--- src/rtl/settings_pkg.sv ---
// ----------------------------------------------------------------------------
// settings_pkg
//  Shared widths and constants for the 1-D convolution datapath. Also holds the
//  requantisation helpers (round half up, arithmetic shift, saturate) that the
//  result sink uses.
//  No ports.
// ----------------------------------------------------------------------------
package settings_pkg;

   localparam int DATA_SIZE       = 16;
   localparam int EXTRA_BITS      = 8;
   localparam int FULL_SIZE       = 2*DATA_SIZE + EXTRA_BITS;

   localparam int SINK_SHIFT      = 15;
   localparam int SINK_FIFO_DEPTH = 16;
   localparam int SINK_CNT_SIZE   = 16;

   typedef logic signed [FULL_SIZE-1:0] full_t;   // kernel result
   typedef logic signed [FULL_SIZE:0]   wide_t;   // one guard bit for the rounding add
   typedef logic signed [DATA_SIZE-1:0] sample_t; // requantised sample

   typedef struct packed {
      logic    sat;     // the value was clipped
      sample_t sample;
   } sat_result_t;

   localparam wide_t SAT_MAX = wide_t'((2**(DATA_SIZE-1)) - 1);
   localparam wide_t SAT_MIN = wide_t'(-(2**(DATA_SIZE-1)));

   // Round half up, then drop the fractional bits. The guard bit keeps the
   // rounding constant from overflowing at the positive extreme.
   function automatic wide_t round_shift(input full_t full, input int unsigned shift);
      wide_t half;
      wide_t r;
      half = '0;
      if (shift != 0) half = wide_t'(1) << (shift - 1);
      r = wide_t'(full) + half;
      return r >>> shift;
   endfunction

   // Clip to the signed DATA_SIZE range.
   function automatic sat_result_t saturate(input wide_t q);
      sat_result_t res;
      if (q > SAT_MAX) begin
         res.sat    = 1'b1;
         res.sample = sample_t'(SAT_MAX);
      end else if (q < SAT_MIN) begin
         res.sat    = 1'b1;
         res.sample = sample_t'(SAT_MIN);
      end else begin
         res.sat    = 1'b0;
         res.sample = sample_t'(q);
      end
      return res;
   endfunction

   // Whole requantisation in one call: {sat, sample}.
   function automatic sat_result_t sat_round(input full_t full, input int unsigned shift);
      return saturate(round_shift(full, shift));
   endfunction

endpackage

--- src/rtl/sync_fifo_fwft.sv ---
// ----------------------------------------------------------------------------
// sync_fifo_fwft
//  Single-clock first-word-fall-through FIFO with a registered output word.
//  Capacity is DEPTH samples counting the output register.
//  Ports
//   clk, reset_n   clock, asynchronous active-low reset (empties the FIFO)
//   push/push_data write request; ignored when full unless a pop happens too
//   pop            consumer ready; only acts while valid is high
//   data/valid     head of the FIFO, registered
//   full/empty     level == DEPTH / level == 0
//   level          samples held, including the output register
// ----------------------------------------------------------------------------
module sync_fifo_fwft #(
   parameter int WIDTH = 16,
   parameter int DEPTH = 16
) (
   input  logic                     clk,
   input  logic                     reset_n,
   input  logic                     push,
   input  logic [WIDTH-1:0]         push_data,
   input  logic                     pop,
   output logic [WIDTH-1:0]         data,
   output logic                     valid,
   output logic                     full,
   output logic                     empty,
   output logic [$clog2(DEPTH):0]   level
);

   localparam int AW = $clog2(DEPTH);

   logic [WIDTH-1:0] mem [DEPTH];
   logic [AW:0]      wr_ptr;
   logic [AW:0]      rd_ptr;
   logic [AW:0]      mem_count;
   logic             do_pop;
   logic             do_push;
   logic             load;

   assign mem_count = wr_ptr - rd_ptr;
   assign level     = mem_count + {{AW{1'b0}}, valid};
   assign full      = (level == (AW+1)'(DEPTH));
   assign empty     = (level == '0);

   assign do_pop  = pop & valid;
   // A pop in the same edge frees a slot, so a write at full still lands.
   assign do_push = push & (~full | do_pop);
   // Refill the output register whenever it is empty or being consumed.
   assign load    = (mem_count != '0) & (~valid | do_pop);

   // NOTE: the storage array has no reset; the pointers alone define which
   // entries are live, and leaving it out keeps it mappable to RAM.
   always_ff @(posedge clk) begin
      if (do_push) mem[wr_ptr[AW-1:0]] <= push_data;
   end

   // NOTE: sequential state is written with non-blocking assignments so every
   // register samples the pre-edge values of its neighbours.
   always_ff @(posedge clk or negedge reset_n) begin
      if (!reset_n) begin
         wr_ptr <= '0;
         rd_ptr <= '0;
         data   <= '0;
         valid  <= 1'b0;
      end else begin
         if (do_push) wr_ptr <= wr_ptr + (AW+1)'(1);
         if (load) begin
            data   <= mem[rd_ptr[AW-1:0]];
            valid  <= 1'b1;
            rd_ptr <= rd_ptr + (AW+1)'(1);
         end else if (do_pop) begin
            valid  <= 1'b0;
         end
      end
   end

endmodule

--- src/rtl/convol_result_sink.sv ---
// ----------------------------------------------------------------------------
// convol_result_sink
//  Downstream end of the 1-D convolution result stream. Requantises each
//  FULL_SIZE result to DATA_SIZE (round, shift, saturate), buffers it in a
//  FWFT FIFO and presents it on a valid/ready stream. The kernel cannot be
//  stalled, so samples arriving at a full FIFO are dropped and counted.
//  Ports
//   clk, reset_n        clock, asynchronous active-low reset
//   input_data/_valid   kernel result and strobe (no backpressure)
//   clear               synchronous clear of counters and sticky flag
//   output_data/_valid  requantised sample stream (registered)
//   output_data_ready   consumer accepts
//   fifo_level          samples held, including the output register
//   overflow_sticky     set on any dropped sample
//   saturate_count      samples clipped by the saturator (saturating)
//   drop_count          samples lost to a full FIFO (saturating)
// ----------------------------------------------------------------------------
module convol_result_sink
   import settings_pkg::*;
#(
   parameter int SHIFT      = SINK_SHIFT,
   parameter int FIFO_DEPTH = SINK_FIFO_DEPTH,
   parameter int CNT_SIZE   = SINK_CNT_SIZE
) (
   input  logic                          clk,
   input  logic                          reset_n,
   input  logic signed [FULL_SIZE-1:0]   input_data,
   input  logic                          input_data_valid,
   input  logic                          clear,
   output logic signed [DATA_SIZE-1:0]   output_data,
   output logic                          output_data_valid,
   input  logic                          output_data_ready,
   output logic [$clog2(FIFO_DEPTH):0]   fifo_level,
   output logic                          overflow_sticky,
   output logic [CNT_SIZE-1:0]           saturate_count,
   output logic [CNT_SIZE-1:0]           drop_count
);

   // R1: rounded and shifted, still at full precision
   logic        r1_valid;
   wide_t       r1_q;
   // R2: saturated sample
   sat_result_t r2_next;
   logic        r2_valid;
   sample_t     r2_sample;

   logic        sat_event;
   logic        drop_event;
   logic        fifo_full;
   logic        fifo_empty;
   logic        fifo_pop;

   always_ff @(posedge clk or negedge reset_n) begin
      if (!reset_n) begin
         r1_valid <= 1'b0;
         r1_q     <= '0;
      end else begin
         r1_valid <= input_data_valid;
         if (input_data_valid) r1_q <= round_shift(input_data, SHIFT);
      end
   end

   assign r2_next   = saturate(r1_q);
   assign sat_event = r1_valid & r2_next.sat;

   always_ff @(posedge clk or negedge reset_n) begin
      if (!reset_n) begin
         r2_valid  <= 1'b0;
         r2_sample <= '0;
      end else begin
         r2_valid <= r1_valid;
         if (r1_valid) r2_sample <= r2_next.sample;
      end
   end

   // No pop request is issued against an empty buffer; the FIFO also
   // qualifies pop with its own valid, so ready is ignored while invalid.
   assign fifo_pop = output_data_ready & ~fifo_empty;

   sync_fifo_fwft #(
      .WIDTH (DATA_SIZE),
      .DEPTH (FIFO_DEPTH)
   ) u_fifo (
      .clk       (clk),
      .reset_n   (reset_n),
      .push      (r2_valid),
      .push_data (r2_sample),
      .pop       (fifo_pop),
      .data      (output_data),
      .valid     (output_data_valid),
      .full      (fifo_full),
      .empty     (fifo_empty),
      .level     (fifo_level)
   );

   // A full FIFO still takes the sample when the head leaves on the same edge.
   assign drop_event = r2_valid & fifo_full & ~(output_data_valid & output_data_ready);

   // Counters stick at all ones; clear wins over a same-cycle increment.
   always_ff @(posedge clk or negedge reset_n) begin
      if (!reset_n) begin
         saturate_count  <= '0;
         drop_count      <= '0;
         overflow_sticky <= 1'b0;
      end else if (clear) begin
         saturate_count  <= '0;
         drop_count      <= '0;
         overflow_sticky <= 1'b0;
      end else begin
         if (sat_event && (saturate_count != '1)) saturate_count <= saturate_count + CNT_SIZE'(1);
         if (drop_event && (drop_count != '1))    drop_count     <= drop_count + CNT_SIZE'(1);
         if (drop_event)                          overflow_sticky <= 1'b1;
      end
   end

endmodule
--- config.mk ---
export PLATFORM = sky130hd
export DESIGN_NAME = convol_result_sink
export DESIGN_NICKNAME = d
export VERILOG_FILES = /design/src/rtl/settings_pkg.sv /design/src/rtl/sync_fifo_fwft.sv /design/src/rtl/convol_result_sink.sv
export SDC_FILE = /design/constraint.sdc
export NUM_CORES = 1
export LEC_CHECK = 0
export CAP_MARGIN = 15
export CORE_UTILIZATION = 57
export DETAILED_ROUTE_END_ITERATION = 12
export GPL_TIMING_DRIVEN = 0
export PLACE_DENSITY = 0.77
export REMOVE_ABC_BUFFERS = 1
export SKIP_CTS_REPAIR_TIMING = 1
export SLEW_MARGIN = 20
export SYNTH_ARGS = -nofsm -noshare
export SYNTH_HDL_FRONTEND = slang
export SYNTH_SLANG_ARGS = --single-unit
--- constraint.sdc ---
create_clock -name clk -period 7.2 [get_ports clk]
set_input_delay 1.8 -clock clk [delete_from_list [all_inputs] [get_ports clk]]
set_output_delay 1.8 -clock clk [all_outputs]
set_load 0.02 [all_outputs]
* After elaboration in Yosys (flattened, before gate mapping)
Memories as Yosys holds them, arrays and structs flattened. A register that Yosys moved wholly into a read port is not among the register bits.
Index checks and enable logic that the tools add are counted.
** Word-level totals
- Register bits after elaboration :: 88
- Bits in latches :: 0
- Bits in writable memories :: 256
- ROM bits :: 0
- Input bits :: 45
- Output and inout bits :: 55
- Word-level logic and storage cells :: 59
- Memories kept :: 1
** Cells by class
- Add/subtract/negate cells :: 7
- Multipliers :: 0
- Div/mod/pow operators :: 0
- Magnitude comparators :: 2
- Eq/ne operators :: 3
- Shift operators :: 0
- Multiplexer cells :: 13
- Bitwise operators :: 14
- Reduce and logical (&&, ||, !) cells :: 9
** Memory list
- u_fifo.mem :: words 16, width 16, rd ports 1, clocked after memory_dff 1, wr ports 1, RTL line sync_fifo_fwft.sv:31 : logic [WIDTH-1:0] mem [DEPTH];
** Operators with widths (number)
- 16-bit two-way mux :: 4
- 40-bit by 41-bit adder with 41-bit output :: 1
- 41-bit two-way mux :: 1
- 17-bit two-way mux :: 2
- 16-bit by 1-bit adder with 16-bit output (second input constant) :: 2
- 16-bit != test (second input constant) :: 2
- 26-bit by 16-bit greater-than comparator with 1-bit output (second input constant) :: 1
- 26-bit by 16-bit less-than comparator with 1-bit output (second input constant) :: 1
- 5-bit by 1-bit adder with 5-bit output (second input constant) :: 2
- 1-bit bitwise AND :: 8
- 2-bit nonzero test :: 4
- 1-bit two-way mux :: 6
- 5-bit by 1-bit adder with 5-bit output :: 1
- 5-bit equality test (second input constant) :: 1
- 5-bit zero test :: 1
- 5-bit nonzero test :: 1
- 5-bit subtractor :: 1
- 1-bit NOT :: 4
- 1-bit logical AND :: 2
- 1-bit bitwise OR :: 2
- 1-bit zero test :: 1

* Logic depth before layout (Yosys ltp)
- Word-level depth :: 10
- Mapped depth :: 13
- Gate-level depth less buffers :: 11

* Hierarchy
From an unflattened synthesis, not the netlist that was laid out.
** Second synthesis, totals
- Cells, all modules :: 924
- Area, all modules :: 15060.7 um^2
** By module, submodules not included
- sync_fifo_fwft :: times used 1, cells each 500, area an instance 11154.4 um^2, seq. area each 8363.0 um^2
- convol_result_sink :: times used 1, cells each 424, area an instance 3906.2 um^2, seq. area each 1926.8 um^2

* Worst setup path before layout
OpenSTA, ideal clock, no wires.
- Path type :: reg-to-reg
- From :: register u_fifo.rd_ptr[1]
- To :: memory u_fifo.mem[2][0], enable pin
- Setup time :: 0.436 ns
- Arrival :: 4.886 ns
- Required time :: 6.764 ns
- Path slack :: 1.878 ns
- Cell stages (with the launch flop) :: 12
- Buffers on the path :: 3
- Clock period less this slack :: 5.322 ns
- Cell sequence :: dfrtp_1 > buf_1 > clkbuf_1 > inv_1 > fa_1 > ha_1 > xor2_1 > nor3_1 > o2111ai_2 > buf_2 > nand2_1 > nor4b_1
** Between the ends
- Longest elaborated chain between the ends :: 10
- Elaborated cells between the ends (all ways) :: 12
- Classes of those cells :: 2 x add/sub; 1 x eq/ne; 2 x mux; 6 x bitwise; 1 x reduce/logical
** Ends and longest elaborated chain
- start: declaration :: RTL line sync_fifo_fwft.sv:33 : logic [AW:0] rd_ptr;
- start signal: assignment :: RTL line sync_fifo_fwft.sv:69 : rd_ptr <= rd_ptr + (AW+1)'(1);
- 5-bit subtractor * :: RTL line sync_fifo_fwft.sv:39 : assign mem_count = wr_ptr - rd_ptr;
- 5-bit by 1-bit adder with 5-bit output * :: RTL line sync_fifo_fwft.sv:40 : assign level = mem_count + {{AW{1'b0}}, valid};
- named net fifo_level[2] :: RTL line convol_result_sink.sv:33 : output logic [$clog2(FIFO_DEPTH):0] fifo_level,
- 5-bit zero test :: RTL line sync_fifo_fwft.sv:42 : assign empty = (level == '0);
- 1-bit NOT :: RTL line convol_result_sink.sv:78 : assign fifo_pop = output_data_ready & ~fifo_empty;
- 1-bit bitwise AND :: RTL line convol_result_sink.sv:78
- 1-bit bitwise AND :: RTL line sync_fifo_fwft.sv:44 : assign do_pop = pop & valid;
- 1-bit bitwise OR * :: RTL line sync_fifo_fwft.sv:46 : assign do_push = push & (~full | do_pop);
- 1-bit bitwise AND * :: RTL line sync_fifo_fwft.sv:46
- 1-bit two-way mux * :: RTL line sync_fifo_fwft.sv:53 : if (do_push) mem[wr_ptr[AW-1:0]] <= push_data;
- 1-bit two-way mux (not written as such) * :: RTL line sync_fifo_fwft.sv:53
- end: declaration :: RTL line sync_fifo_fwft.sv:31
The timed path passes the listed nets; every way through them passes the cells marked *.

* Final worst setup path
- From :: register u_fifo.rd_ptr[0]
- To :: output fifo_level[4]
** Between the ends
- Longest elaborated chain between the ends :: 2
** Ends and longest elaborated chain (RTL line)
- 5-bit subtractor :: sync_fifo_fwft.sv:39
- 5-bit by 1-bit adder with 5-bit output :: sync_fifo_fwft.sv:40
- end: declaration :: convol_result_sink.sv:33
Every way passes these cells.

==> key figures <==
Yosys
  • Post-synth top flop: edfxtp_1
  • Cell area after synthesis: 15,000 µm²
  • Synth Area in Simple Gates: around 6.8%
  • Async SR Flop Fraction: between 20% and 30%
  • EDFF count, synth: around 260
  • Post-synth cell types: 52
  • Largest family of logic cells by synthesized area: multiplexers
  • Cells after Synth: approximately 910
  • Post-synthesis adder-cell area fraction: under 10%
  • Synthesis Warnings: 0
  • Seq/Total Area, Yosys: 68.5%
  • Flops & latches, synth: 360
  • Syn_area_per_cell: 16.6 µm²
  • XOR/XNOR Fraction of Synth Area: 3.24%
  • Compound-Gate Fraction of Synth Area: between 4 and 5%
  • Post-synthesis mux area share: ~14%

Timing
  • Max Freq: around 170 MHz
  • Post-route clock skew: about 21 ps
  • Slew HR: 20.0%
  • Worst hold margin: slightly above 500 ps
  • Fin crit period: between 5000 and 6000 ps
  • Final setup fails: 0
  • RSZ-0062 raised after global routing: false
  • Final Hold Viols: 0
  • Worst slew pin tran: 1200 ps
  • Fin. max-slew vios: 0
  • Fin crit share: 82.7%

Detailed routing
  • DRT iter0 DRCs: just over 600
  • Drt via density: roughly 6.0
  • DR vias: 8,307
  • Post-route antenna net violation count: 0
  • DR DRC count: 0
  • 1st-pass router iterations: 5
  • WL per Instance: about 22 µm
  • Routed WL: 30.5 mm

Pwr
  • Lkg Pwr: approximately 0.0062 µW
  • Pwr Density: 393 nW/µm²
  • Peak supply drop: approximately 0.3 mV
  • Overall power: 6950 µW

Worst setup path
  • Critical setup path kind: register to output port
  • WP data arrival: 4150 ps
  • Reg2Reg Setup Slack: roughly 1900 ps
  • Required @ worst endpoint: 5400 ps
  • Worst R2R Start: u_fifo.rd_ptr[0]
  • CP Launch Type: register
  • Critical Path Start: u_fifo.rd_ptr[0]
  • CP endpoint kind: output port
  • Max FO, Critical Path: 36

Flow run
  • Max-cap viol count: 0

Cells and area
  • Post-route cell area: roughly 18,000 µm²
  • Final net count: about 1,100
  • Post-Layout Cell Count: 1,378
  • Fillcell total: about 1,700
  • Core Util, Final: ~68%
  • Layout cells sized above 1: a little over a fifth
  • Area growth, synth to finish: 17.6%
  • Antenna diode instance count: 0

GRT
  • Total gr overflow: 0
  • Vias in the first global route: between 8,000 and 9,000
  • GRT Util Overall: a little under a quarter
  • Largest net degree at the start of global routing: 75
  • Antenna violations before repair: 0
  • First-pass GRT wire length: 47.4 mm

Clock network
  • Clk Tree Root Cell: clkbuf_16
  • Inserted Clock Buffers: 36
  • Clk buf depth: 3
  • Worst-skew pair later-pin latency: between 500 and 600 ps
  • Worst-path clk slew: 60 ps
  • H-tree depth: 2
  • CTS tree: done
  • CTS Sinks: 360

Worst hold path
  • Hold_sp: u_fifo.rd_ptr[4]
  • Worst Hold Class: register to register

Die
  • Initial core utilization: around 58%
  • Die Area: 27,000 µm²
  • Core Box Area: ~26,000 µm²
  • Die Height: between 150 and 200 µm
  • IO Pins: 100
  • Row Count: a little under 60
  • Die width: roughly 160 µm

Placement
  • Area after DPL: approximately 16,000 µm²
  • GPL Wtd Cong: ~0.78
  • Buffers on Ports: 85
  • Hpwl dp: between 15 and 20 mm
  • Placed insts: 1,312

Outcome
  • Outcome: finished, final reports clean
## stage by stage
step | TNS, ps | setup slack (ps)
detailed placement | 0 | 1430
CTS | 0 | 1220
finish | 0 | 1250
global route | 0 | 977
floorplan | -8940 | -165
global placement | -440100 | -3620
## worst paths after layout
kind                                    end  cells past startpoint
min in group asynchronous   u_fifo.data[11]                      1
max                           fifo_level[4]                     10
max reg2reg                u_fifo.mem[1][8]                     13
min                        u_fifo.rd_ptr[4]                      1
max in group asynchronous  u_fifo.rd_ptr[1]                      2
min reg2reg                u_fifo.rd_ptr[4]                      1
## layout by cell type, fill, tap and decap left out, types with 3 or more instances in the layout
master           synthesis  layout
nor4b_2                  0       4
mux2_4                   9       9
or4_1                   10      10
and3_1                  10      10
nor2_1                  64      61
buf_4                    0      11
nand4_1                 11      11
ha_1                    14      14
clkbuf_16                0      36
edfxtp_1               256     256
mux4_2                  80      80
nand3_1                 31      31
nor3_1                  11       7
nor4_1                   3       3
inv_1                   28      28
clkdlybuf4s50_1          0      82
xor2_1                  33      33
a21oi_1                 38      38
o21ai_0                 21      21
a211oi_1                 3       3
o211ai_1                15      15
bufinv_16                0       4
and4b_1                  5       3
nor3_2                   1       5
nor2b_1                  4       4
buf_8                    0       3
clkbuf_1                27       7
nor2_2                   0       3
nand2_1                 37      37
buf_2                    6      11
o31ai_1                 10      10
dfrtp_1                104     102
clkinv_1                 0       3
clkinv_2                 0      11
xnor2_1                 17      17
and4_1                   5       5
mux2_2                  13      13
## final cells by class
cell class | instances | area (µm²) | share of cell area, %
timing repair buffer | 113 | 1120 | 6.34
tap | 335 | 419 | 2.37
clock inverter | 21 | 231 | 1.31
multi-input combinational | 474 | 4530 | 25.7
clock buffer | 45 | 955 | 5.40
inverter | 30 | 113 | 0.637
sequential | 360 | 10300 | 58.3
## metal layers
layer | vias to the layer above | track usage, % | part of all wire [%]
li1 | 3733 | - | -
met1 | 4211 | 31.5 | 40
met2 | 316 | 40.6 | 51
met3 | 47 | 4.29 | 6.2
met4 | 0 | 7.05 | 1.9
met5 | - | 0 | 0
## state kept, by name (all words and copies together), names as in the netlist
register,flops
drop_count,16
overflow_sticky,1
r1_q,26
r1_valid,1
r2_sample,16
r2_valid,1
saturate_count,16
u_fifo.data,16
u_fifo.mem,256
u_fifo.rd_ptr,5
u_fifo.valid,1
u_fifo.wr_ptr,5
## critical path, stage by stage, from the launching register on
cell	delay [ps]
dfrtp_4	870
buf_16	340
ha_1	210
inv_1	50
fa_1	420
a21o_2	250
a21oi_2	140
xnor2_1	130
nor3_2	420
or2_2	190
clkdlybuf4s50_1	590
## kinds of logic after synthesis
logic type / Yosys count
compound gates: 102
xor+xnor: 53
fa+ha+maj: 15
flops: 360
buf+inv: 72
mux: 102
simple gates: 202
## power breakdown
| part | switching (µW) | leakage [µW] | internal, µW |
|---|---|---|---|
| Sequential | 307 | 0.00361 | 2550 |
| Combinational | 1070 | 0.00201 | 1150 |
| Clock | 777 | 0.000592 | 1100 |
## synth_stat cells (10+ instances only)
cell	instances	area (µm²)
and3_1	10	62.6
xor2_1	33	289
edfxtp_1	256	7690
o21ai_0	21	105
a21oi_1	38	190
nor2_1	64	240
nor3_1	11	55.1
clkbuf_1	27	101
dfrtp_1	104	2600
mux4_2	80	1800
nand4_1	11	68.8
o31ai_1	10	75.1
mux2_2	13	146
nand3_1	31	155
ha_1	14	175
xnor2_1	17	149
nand2_1	37	139
inv_1	28	105
o211ai_1	15	113
or4_1	10	75.1
(Power assumes the default switching activity.)
